[config.mk]
export PLATFORM = sky130hd
export DESIGN_NAME = if_fetch_pc_gen
export DESIGN_NICKNAME = d
export VERILOG_FILES = /design/src/rtl/if_fetch_pc_gen.sv
export SDC_FILE = /design/constraint.sdc
export NUM_CORES = 1
export LEC_CHECK = 0
export ABC_AREA = 1
export BUFFER_PORTS_ARGS = -buffer_cell sky130_fd_sc_hd__buf_4
export CAP_MARGIN = 20
export CORE_ASPECT_RATIO = 0.5
export CORE_UTILIZATION = 55
export CTS_CLUSTER_DIAMETER = 200
export CTS_CLUSTER_SIZE = 28
export DETAILED_ROUTE_END_ITERATION = 6
export GPL_ROUTABILITY_DRIVEN = 0
export PLACE_DENSITY = 0.82
export SKIP_CTS_REPAIR_TIMING = 1
export SLEW_MARGIN = 20
export SYNTH_ARGS = -nofsm -noshare
export SYNTH_HDL_FRONTEND = slang
export SYNTH_SLANG_ARGS = --single-unit
[constraint.sdc]
create_clock -name clk -period 3.7 [get_ports clk]
set_clock_uncertainty 0.2 [all_clocks]
set_input_delay 0.185 -clock clk [delete_from_list [all_inputs] [get_ports clk]]
set_output_delay 0.185 -clock clk [all_outputs]
set_load 0.01 [all_outputs]
[src/rtl/if_fetch_pc_gen.sv]
// IF-stage fetch-address generator: walks the fetch PC, reads the prediction table on every
// granted fetch, follows taken/hit predictions and EX redirects, and buffers one instruction for ID.
`timescale 1ns/1ps

module if_fetch_pc_gen #(
    parameter logic [31:0] BOOT_ADDR = 32'h0000_0000,
    parameter bit          PRED_EN   = 1'b1
) (
    input  logic        clk,
    input  logic        reset_n,
    output logic        instr_req,
    output logic [31:0] instr_addr,
    input  logic        instr_gnt,
    input  logic        instr_rvalid,
    input  logic [31:0] instr_rdata,
    output logic        bht_rd_en,
    output logic [31:0] bht_pc,
    input  logic        bht_predict_taken,
    input  logic        btb_hit,
    input  logic [31:0] btb_target,
    input  logic        ex_redirect,
    input  logic [31:0] ex_redirect_pc,
    input  logic        id_ready,
    output logic        if_valid,
    output logic [31:0] if_instr,
    output logic [31:0] if_pc,
    output logic        if_pred_taken
);

    typedef enum logic [1:0] {
        ST_BOOT  = 2'd0,
        ST_REQ   = 2'd1,
        ST_WAIT  = 2'd2,
        ST_STALL = 2'd3
    } state_t;

    state_t      state_r;
    state_t      state_next_s;
    logic [31:0] fetch_pc_r;
    logic        kill_r;
    logic        first_wait_r;
    logic        pred_taken_r;
    logic        pred_hit_r;
    logic [31:0] pred_target_r;
    logic [31:0] pend_instr_r;
    logic [31:0] pend_pc_r;
    logic        pend_pred_r;

    logic        grant_s;
    logic        resp_live_s;
    logic        out_free_s;
    logic        taken_s;
    logic [31:0] target_s;
    logic [31:0] next_pc_s;
    logic        load_direct_s;
    logic        load_pend_s;

    function automatic logic [31:0] align_word(input logic [31:0] addr);
        return addr & 32'hFFFF_FFFC;
    endfunction

    // Datapath decode: consumption of a response and the PC that follows it
    always_comb begin
        grant_s       = (state_r == ST_REQ) && instr_gnt;
        resp_live_s   = (state_r == ST_WAIT) && instr_rvalid && !kill_r && !ex_redirect;
        out_free_s    = !if_valid || id_ready;
        // The prediction arrives one cycle after the grant; an early response must use it live.
        if (first_wait_r) begin
            taken_s  = PRED_EN && bht_predict_taken && btb_hit;
            target_s = align_word(btb_target);
        end else begin
            taken_s  = PRED_EN && pred_taken_r && pred_hit_r;
            target_s = pred_target_r;
        end
        next_pc_s     = taken_s ? target_s : (fetch_pc_r + 32'd4);
        load_direct_s = resp_live_s && out_free_s;
        load_pend_s   = (state_r == ST_STALL) && id_ready && !ex_redirect;
    end

    // FSM state register
    always_ff @(posedge clk or negedge reset_n) begin
        if (!reset_n) begin
            state_r <= ST_BOOT;
        end else begin
            state_r <= state_next_s;
        end
    end

    // FSM next-state logic
    always_comb begin
        state_next_s = state_r;
        case (state_r)
            ST_BOOT: begin
                state_next_s = ST_REQ;
            end
            ST_REQ: begin
                if (instr_gnt) begin
                    state_next_s = ST_WAIT;
                end else begin
                    state_next_s = ST_REQ;
                end
            end
            ST_WAIT: begin
                if (!instr_rvalid) begin
                    state_next_s = ST_WAIT;
                end else if (ex_redirect || kill_r || out_free_s) begin
                    state_next_s = ST_REQ;
                end else begin
                    state_next_s = ST_STALL;
                end
            end
            ST_STALL: begin
                if (ex_redirect || id_ready) begin
                    state_next_s = ST_REQ;
                end else begin
                    state_next_s = ST_STALL;
                end
            end
            default: begin
                state_next_s = ST_BOOT;
            end
        endcase
    end

    // FSM outputs: memory request and the same-cycle prediction-table read
    always_comb begin
        instr_req  = (state_r == ST_REQ);
        instr_addr = fetch_pc_r;
        bht_rd_en  = PRED_EN && grant_s;
        bht_pc     = fetch_pc_r;
    end

    // Fetch PC: redirect wins, otherwise advance when a live response is consumed
    always_ff @(posedge clk or negedge reset_n) begin
        if (!reset_n) begin
            fetch_pc_r <= BOOT_ADDR;
        end else if (ex_redirect) begin
            fetch_pc_r <= align_word(ex_redirect_pc);
        end else if (resp_live_s) begin
            fetch_pc_r <= next_pc_s;
        end else begin
            fetch_pc_r <= fetch_pc_r;
        end
    end

    // Kill marks the outstanding fetch as stale so its response is dropped
    always_ff @(posedge clk or negedge reset_n) begin
        if (!reset_n) begin
            kill_r <= 1'b0;
        end else if ((state_r == ST_WAIT) && instr_rvalid) begin
            kill_r <= 1'b0;
        end else if (ex_redirect && ((state_r == ST_WAIT) || grant_s)) begin
            kill_r <= 1'b1;
        end else begin
            kill_r <= kill_r;
        end
    end

    // Prediction capture in the first WAIT cycle
    always_ff @(posedge clk or negedge reset_n) begin
        if (!reset_n) begin
            first_wait_r  <= 1'b0;
            pred_taken_r  <= 1'b0;
            pred_hit_r    <= 1'b0;
            pred_target_r <= 32'h0000_0000;
        end else begin
            first_wait_r <= grant_s;
            if (first_wait_r) begin
                pred_taken_r  <= bht_predict_taken;
                pred_hit_r    <= btb_hit;
                pred_target_r <= align_word(btb_target);
            end else begin
                pred_taken_r  <= pred_taken_r;
                pred_hit_r    <= pred_hit_r;
                pred_target_r <= pred_target_r;
            end
        end
    end

    // Pending slot holds a response that found the output register occupied
    always_ff @(posedge clk or negedge reset_n) begin
        if (!reset_n) begin
            pend_instr_r <= 32'h0000_0000;
            pend_pc_r    <= 32'h0000_0000;
            pend_pred_r  <= 1'b0;
        end else if (resp_live_s && !out_free_s) begin
            pend_instr_r <= instr_rdata;
            pend_pc_r    <= fetch_pc_r;
            pend_pred_r  <= taken_s;
        end else begin
            pend_instr_r <= pend_instr_r;
            pend_pc_r    <= pend_pc_r;
            pend_pred_r  <= pend_pred_r;
        end
    end

    // Output register toward ID
    always_ff @(posedge clk or negedge reset_n) begin
        if (!reset_n) begin
            if_valid      <= 1'b0;
            if_instr      <= 32'h0000_0000;
            if_pc         <= 32'h0000_0000;
            if_pred_taken <= 1'b0;
        end else if (ex_redirect) begin
            if_valid <= 1'b0;
        end else if (load_direct_s) begin
            if_valid      <= 1'b1;
            if_instr      <= instr_rdata;
            if_pc         <= fetch_pc_r;
            if_pred_taken <= taken_s;
        end else if (load_pend_s) begin
            if_valid      <= 1'b1;
            if_instr      <= pend_instr_r;
            if_pc         <= pend_pc_r;
            if_pred_taken <= pend_pred_r;
        end else if (id_ready) begin
            if_valid <= 1'b0;
        end else begin
            if_valid <= if_valid;
        end
    end

endmodule

==> flow_results.org <==
** Logic synthesis
- Of the total synthesized cell area, the portion taken by XOR and XNOR cells is 0.007411.
- The most used flip-flop cell after synthesis is sky130_fd_sc_hd__dfrtp_1.
- Post-synthesis net count :: 1283
- Adder-cell share of the synthesized area :: 0.001323
- Fraction of the yosys area taken by sequential cells :: 0.5320
- EDFF count, synth :: 0
- After synthesis, the mean cell area works out to 8.026 um^2.
- Synthesis produced a netlist whose cell count is 1178.
- Share of the synthesized area in compound gates (AO/OA/AOI/OAI) :: 0.1136
- Number of library cell types mapped by synthesis :: 31
- For this run, asynchronously set or reset flops after synthesis account for 1.000.
- Number of storage elements in the synthesis netlist :: 201
- Measured against the total synthesized area, the mux share comes to 0.
- Share of synthesized cell area in and, or, nand and nor gates :: 0.2583
- Yosys printed 0 warnings.
- By area, the combinational part of the netlist is dominated by simple AND/OR/NAND/NOR gates.
- Netlist Area Pre-Place :: 9454 um^2

** Timing
- The worst pin sits at a relative slew slack of 0.2694.
- Fin. max-slew vios :: 0
- After layout, the minimum clock period comes to 3.092 ns.
- For the pin with the worst max-slew slack, the measured transition is 1.095 ns.
- Of the available clock period, the critical path in the final layout requires 0.8358.
- RSZ-0062 raised after global routing :: no
- Final hold violation count :: 2
- Final number of setup-violating endpoints :: 0
- Worst hold slack across all endpoints :: -0.009076 ns
- Setup total negative slack on the finished layout was measured at 0 ns.
- Static timing analysis puts the maximum clock frequency at 323.4 MHz.

** Run status
- The checks that failed: negative hold slack.
- Run status :: complete, but fails checks

** Min path
- Launch instance of the worst min-delay path :: ex_redirect
- Hold Path Class :: primary input to flip-flop

** Power and ir drop
- Part of the power in registers :: 0.478
- Internal Pwr Total :: 0.004002 W
- Peak VDD IR :: 0.3543 mV
- The share of total power dissipated in combinational logic is 0.316.
- Total power draw :: 0.006164 W
- Dividing total power by cell area gives a power density of 495.2 nW/um^2.
- The analysis attributes to cell leakage a power of 6.240 nW.
- Of the total power, the clock network draws 0.206.
- Of the total power, the share spent switching nets is 0.3508.
- In this run the power spent charging and discharging nets is 0.002163 W.

** Critical path
- The critical path starts at first_wait_r.
- STA classifies the critical path endpoint as a flip-flop.
- WP data arrival :: 3.25 ns
- Crit path kind :: flip-flop to flip-flop
- Worst flop-to-flop path startpoint :: first_wait_r
- The worst setup path is launched from a flip-flop.
- Crit-path max FO :: 32
- At the worst endpoint, the required time is 3.86 ns.

** Global route
- Pin count of the biggest net entering global routing :: 99
- The initial antenna violation count came to 1.
- Wire length of the first global-routing pass :: 39570 um
- In the global route stage, overall resource usage came out at 0.2814.
- Remaining Overflow, GRT :: 0
- The number of global-route vias before repair came to 7756.

** Die
- Effective utilization at floorplan :: 0.5696
- Floorplan row count :: 33
- Area of the placeable core :: 16600 um^2
- The floorplan step set the die height to 94.71 um.
- Measured along the x axis, the die boundary spans 187.4 um.
- For this design the top-level I/O count stands at 236.
- Die area :: 17750 um^2

** Route
- After detailed routing, the average wire length per cell comes to 16.46 um.
- For this run, design rule violations remaining after detail routing come to 0.
- After detailed routing, the number of vias per cell comes to 5.380.
- In this run, the number of DRC markers left after iteration 0 of detailed routing was 783.
- Total iterations of the first detailed-routing run :: 6
- The routed layout has 9022 vias.
- Antenna viol nets, final :: 0
- Wirelength, routed :: 27610 um

** Clock network
- Root buffer cell :: sky130_fd_sc_hd__clkbuf_16
- CTS saw 201 sinks.
- Number of H-tree branching levels :: 1
- Buffers inserted during clock tree synthesis total 11.
- TritonCTS built the clock tree.
- Buffers from clock root to sink, at most :: 3
- Post-CTS clock slew at the launch and capture registers of the worst setup and hold paths :: 0.11 ns
- Clock insertion delay at the later pin of the skew report :: 0.48 ns

** Place
- Placed cell count :: 1558
- Port buffer count :: 231
- Detailed placement finished with a half-perimeter wire length of 17560 um.

** Final layout
- The final layout contains 1555 nets.
- Leaving out fill and tap cells, the most frequent cell in the layout is sky130_fd_sc_hd__nand2_1.
- After filler insertion, the fill cell instance count of the layout stands at 1185.
- Most frequent cells in the layout :: sky130_fd_sc_hd__nand2_1 (482), sky130_fd_sc_hd__buf_4 (239), sky130_fd_sc_hd__dfrtp_1 (201), sky130_fd_sc_hd__dlygate4sd3_1 (106), sky130_fd_sc_hd__inv_1 (78)
- Fraction of layout cells with a size suffix above 1 :: 0.1877
- Number of cells in the finished layout apart from fillers :: 1677
- From synthesis to final layout, the design area changed by 31.66%.

** Job
- The tool flagged a number of max-cap violations equal to 0.
## synthesized netlist by cell type, types with 2 or more instances
master	number	share of area
sky130_fd_sc_hd__nand2_1	483	0.19
sky130_fd_sc_hd__dfrtp_1	201	0.53
sky130_fd_sc_hd__inv_1	79	0.031
sky130_fd_sc_hd__nor2_1	69	0.027
sky130_fd_sc_hd__o211ai_1	67	0.053
sky130_fd_sc_hd__nand3_1	50	0.026
sky130_fd_sc_hd__o21ai_0	46	0.024
sky130_fd_sc_hd__o21ai_1	38	0.020
sky130_fd_sc_hd__buf_2	33	0.017
sky130_fd_sc_hd__buf_4	32	0.025
sky130_fd_sc_hd__clkbuf_1	20	0.0079
sky130_fd_sc_hd__a21oi_1	15	0.0079
sky130_fd_sc_hd__xor2_1	7	0.0065
sky130_fd_sc_hd__a31oi_1	5	0.0033
sky130_fd_sc_hd__nor2_2	5	0.0033
sky130_fd_sc_hd__buf_6	3	0.0036
sky130_fd_sc_hd__inv_2	3	0.0012
sky130_fd_sc_hd__nand4_1	3	0.0020
sky130_fd_sc_hd__or2_2	3	0.0020
sky130_fd_sc_hd__nand2_2	2	0.0013
sky130_fd_sc_hd__nor3_1	2	0.0011
sky130_fd_sc_hd__o21bai_1	2	0.0016
sky130_fd_sc_hd__o22ai_1	2	0.0013
## state kept, by name, summed over array words and instances, names as in the netlist
name and flops:
pend_instr_r 32, pred_taken_r 1, first_wait_r 1, pred_target_r 32, if_pc 32, if_pred_taken 1
state_r 2, bht_pc 32, kill_r 1, pend_pred_r 1, pend_pc_r 32, if_instr 32
pred_hit_r 1, if_valid 1
## layout make-up
cell class	instances	area (um^2)	area share
Clock buffer	11	275.3	0.02212
Sequential cell	201	5030	0.4041
Tap cell	227	284.0	0.02282
Multi-Input combinational cell	806	3603	0.2895
Inverter	82	312.8	0.02513
Antenna cell	1	2.502	0.0002010
Timing Repair Buffer	348	2909	0.2337
Clock inverter	1	30.03	0.002413
## worst paths after layout
check | endpoint | slack [ns] | depth (start not counted)
min in group asynchronous | pred_target_r[5] | 0.16 | 2
max reg2reg | bht_pc[19] | 0.61 | 8
max in group asynchronous | if_instr[6] | 2.24 | 3
min | bht_pc[9] | -0.009 | 3
min reg2reg | pred_target_r[3] | 0.28 | 2
max | bht_pc[19] | 0.61 | 8
## critical path, stage by stage, from the launching register on
cell and delay (ns):
sky130_fd_sc_hd__dfrtp_1 0.72, sky130_fd_sc_hd__inv_1 0.12, sky130_fd_sc_hd__nand3_1 0.09, sky130_fd_sc_hd__nand2_1 0.07, sky130_fd_sc_hd__inv_1 0.79, sky130_fd_sc_hd__nand3_1 0.24
sky130_fd_sc_hd__nand2_1 0.12, sky130_fd_sc_hd__nand3_1 0.06, sky130_fd_sc_hd__dlygate4sd3_1 0.56
## metal layers
layer,up-vias,global-route usage,wire (um)
met1,4224,0.4111,11590
li1,4265,-,-
met4,0,0.06775,603
met5,-,0,0
met2,478,0.4346,12880
met3,55,0.05537,2538
## kinds of logic after synthesis
logic type	after synthesis
and+or+nand+nor	620
DFF	201
AOI/OAI and AO/OA	177
adders and majority gates	1
buffers and inverters	171
xor gates and xnor gates	8
## stage by stage
| stage | setup slack [ns] | util | hold WS, ns | area, um^2 |
|---|---|---|---|---|
| 2_1_floorplan | 1.845 | - | -0.3106 | 9454 |
| 3_3_place_gp | 1.136 | 0.6672 | 0.1170 | 11070 |
| 3_5_place_dp | 1.062 | 0.6673 | 0.1345 | 11080 |
| 4_1_cts | 1.023 | 0.6857 | -0.3758 | 11380 |
| 5_1_grt | 0.3880 | 0.7497 | 0.004043 | 12440 |
| 6_report | 0.6076 | 0.7499 | -0.009076 | 12450 |
## power by group through the flow
stage               Combinational (W)  Sequential [W]  Clock (W)
global placement              0.00176         0.00296          0
floorplan                    0.000955         0.00298          0
global route                  0.00214         0.00299    0.00137
detailed placement            0.00181         0.00298          0
CTS                           0.00182         0.00294    0.00130
finish                        0.00195         0.00295    0.00127
Power figures use the tool's default switching activity.
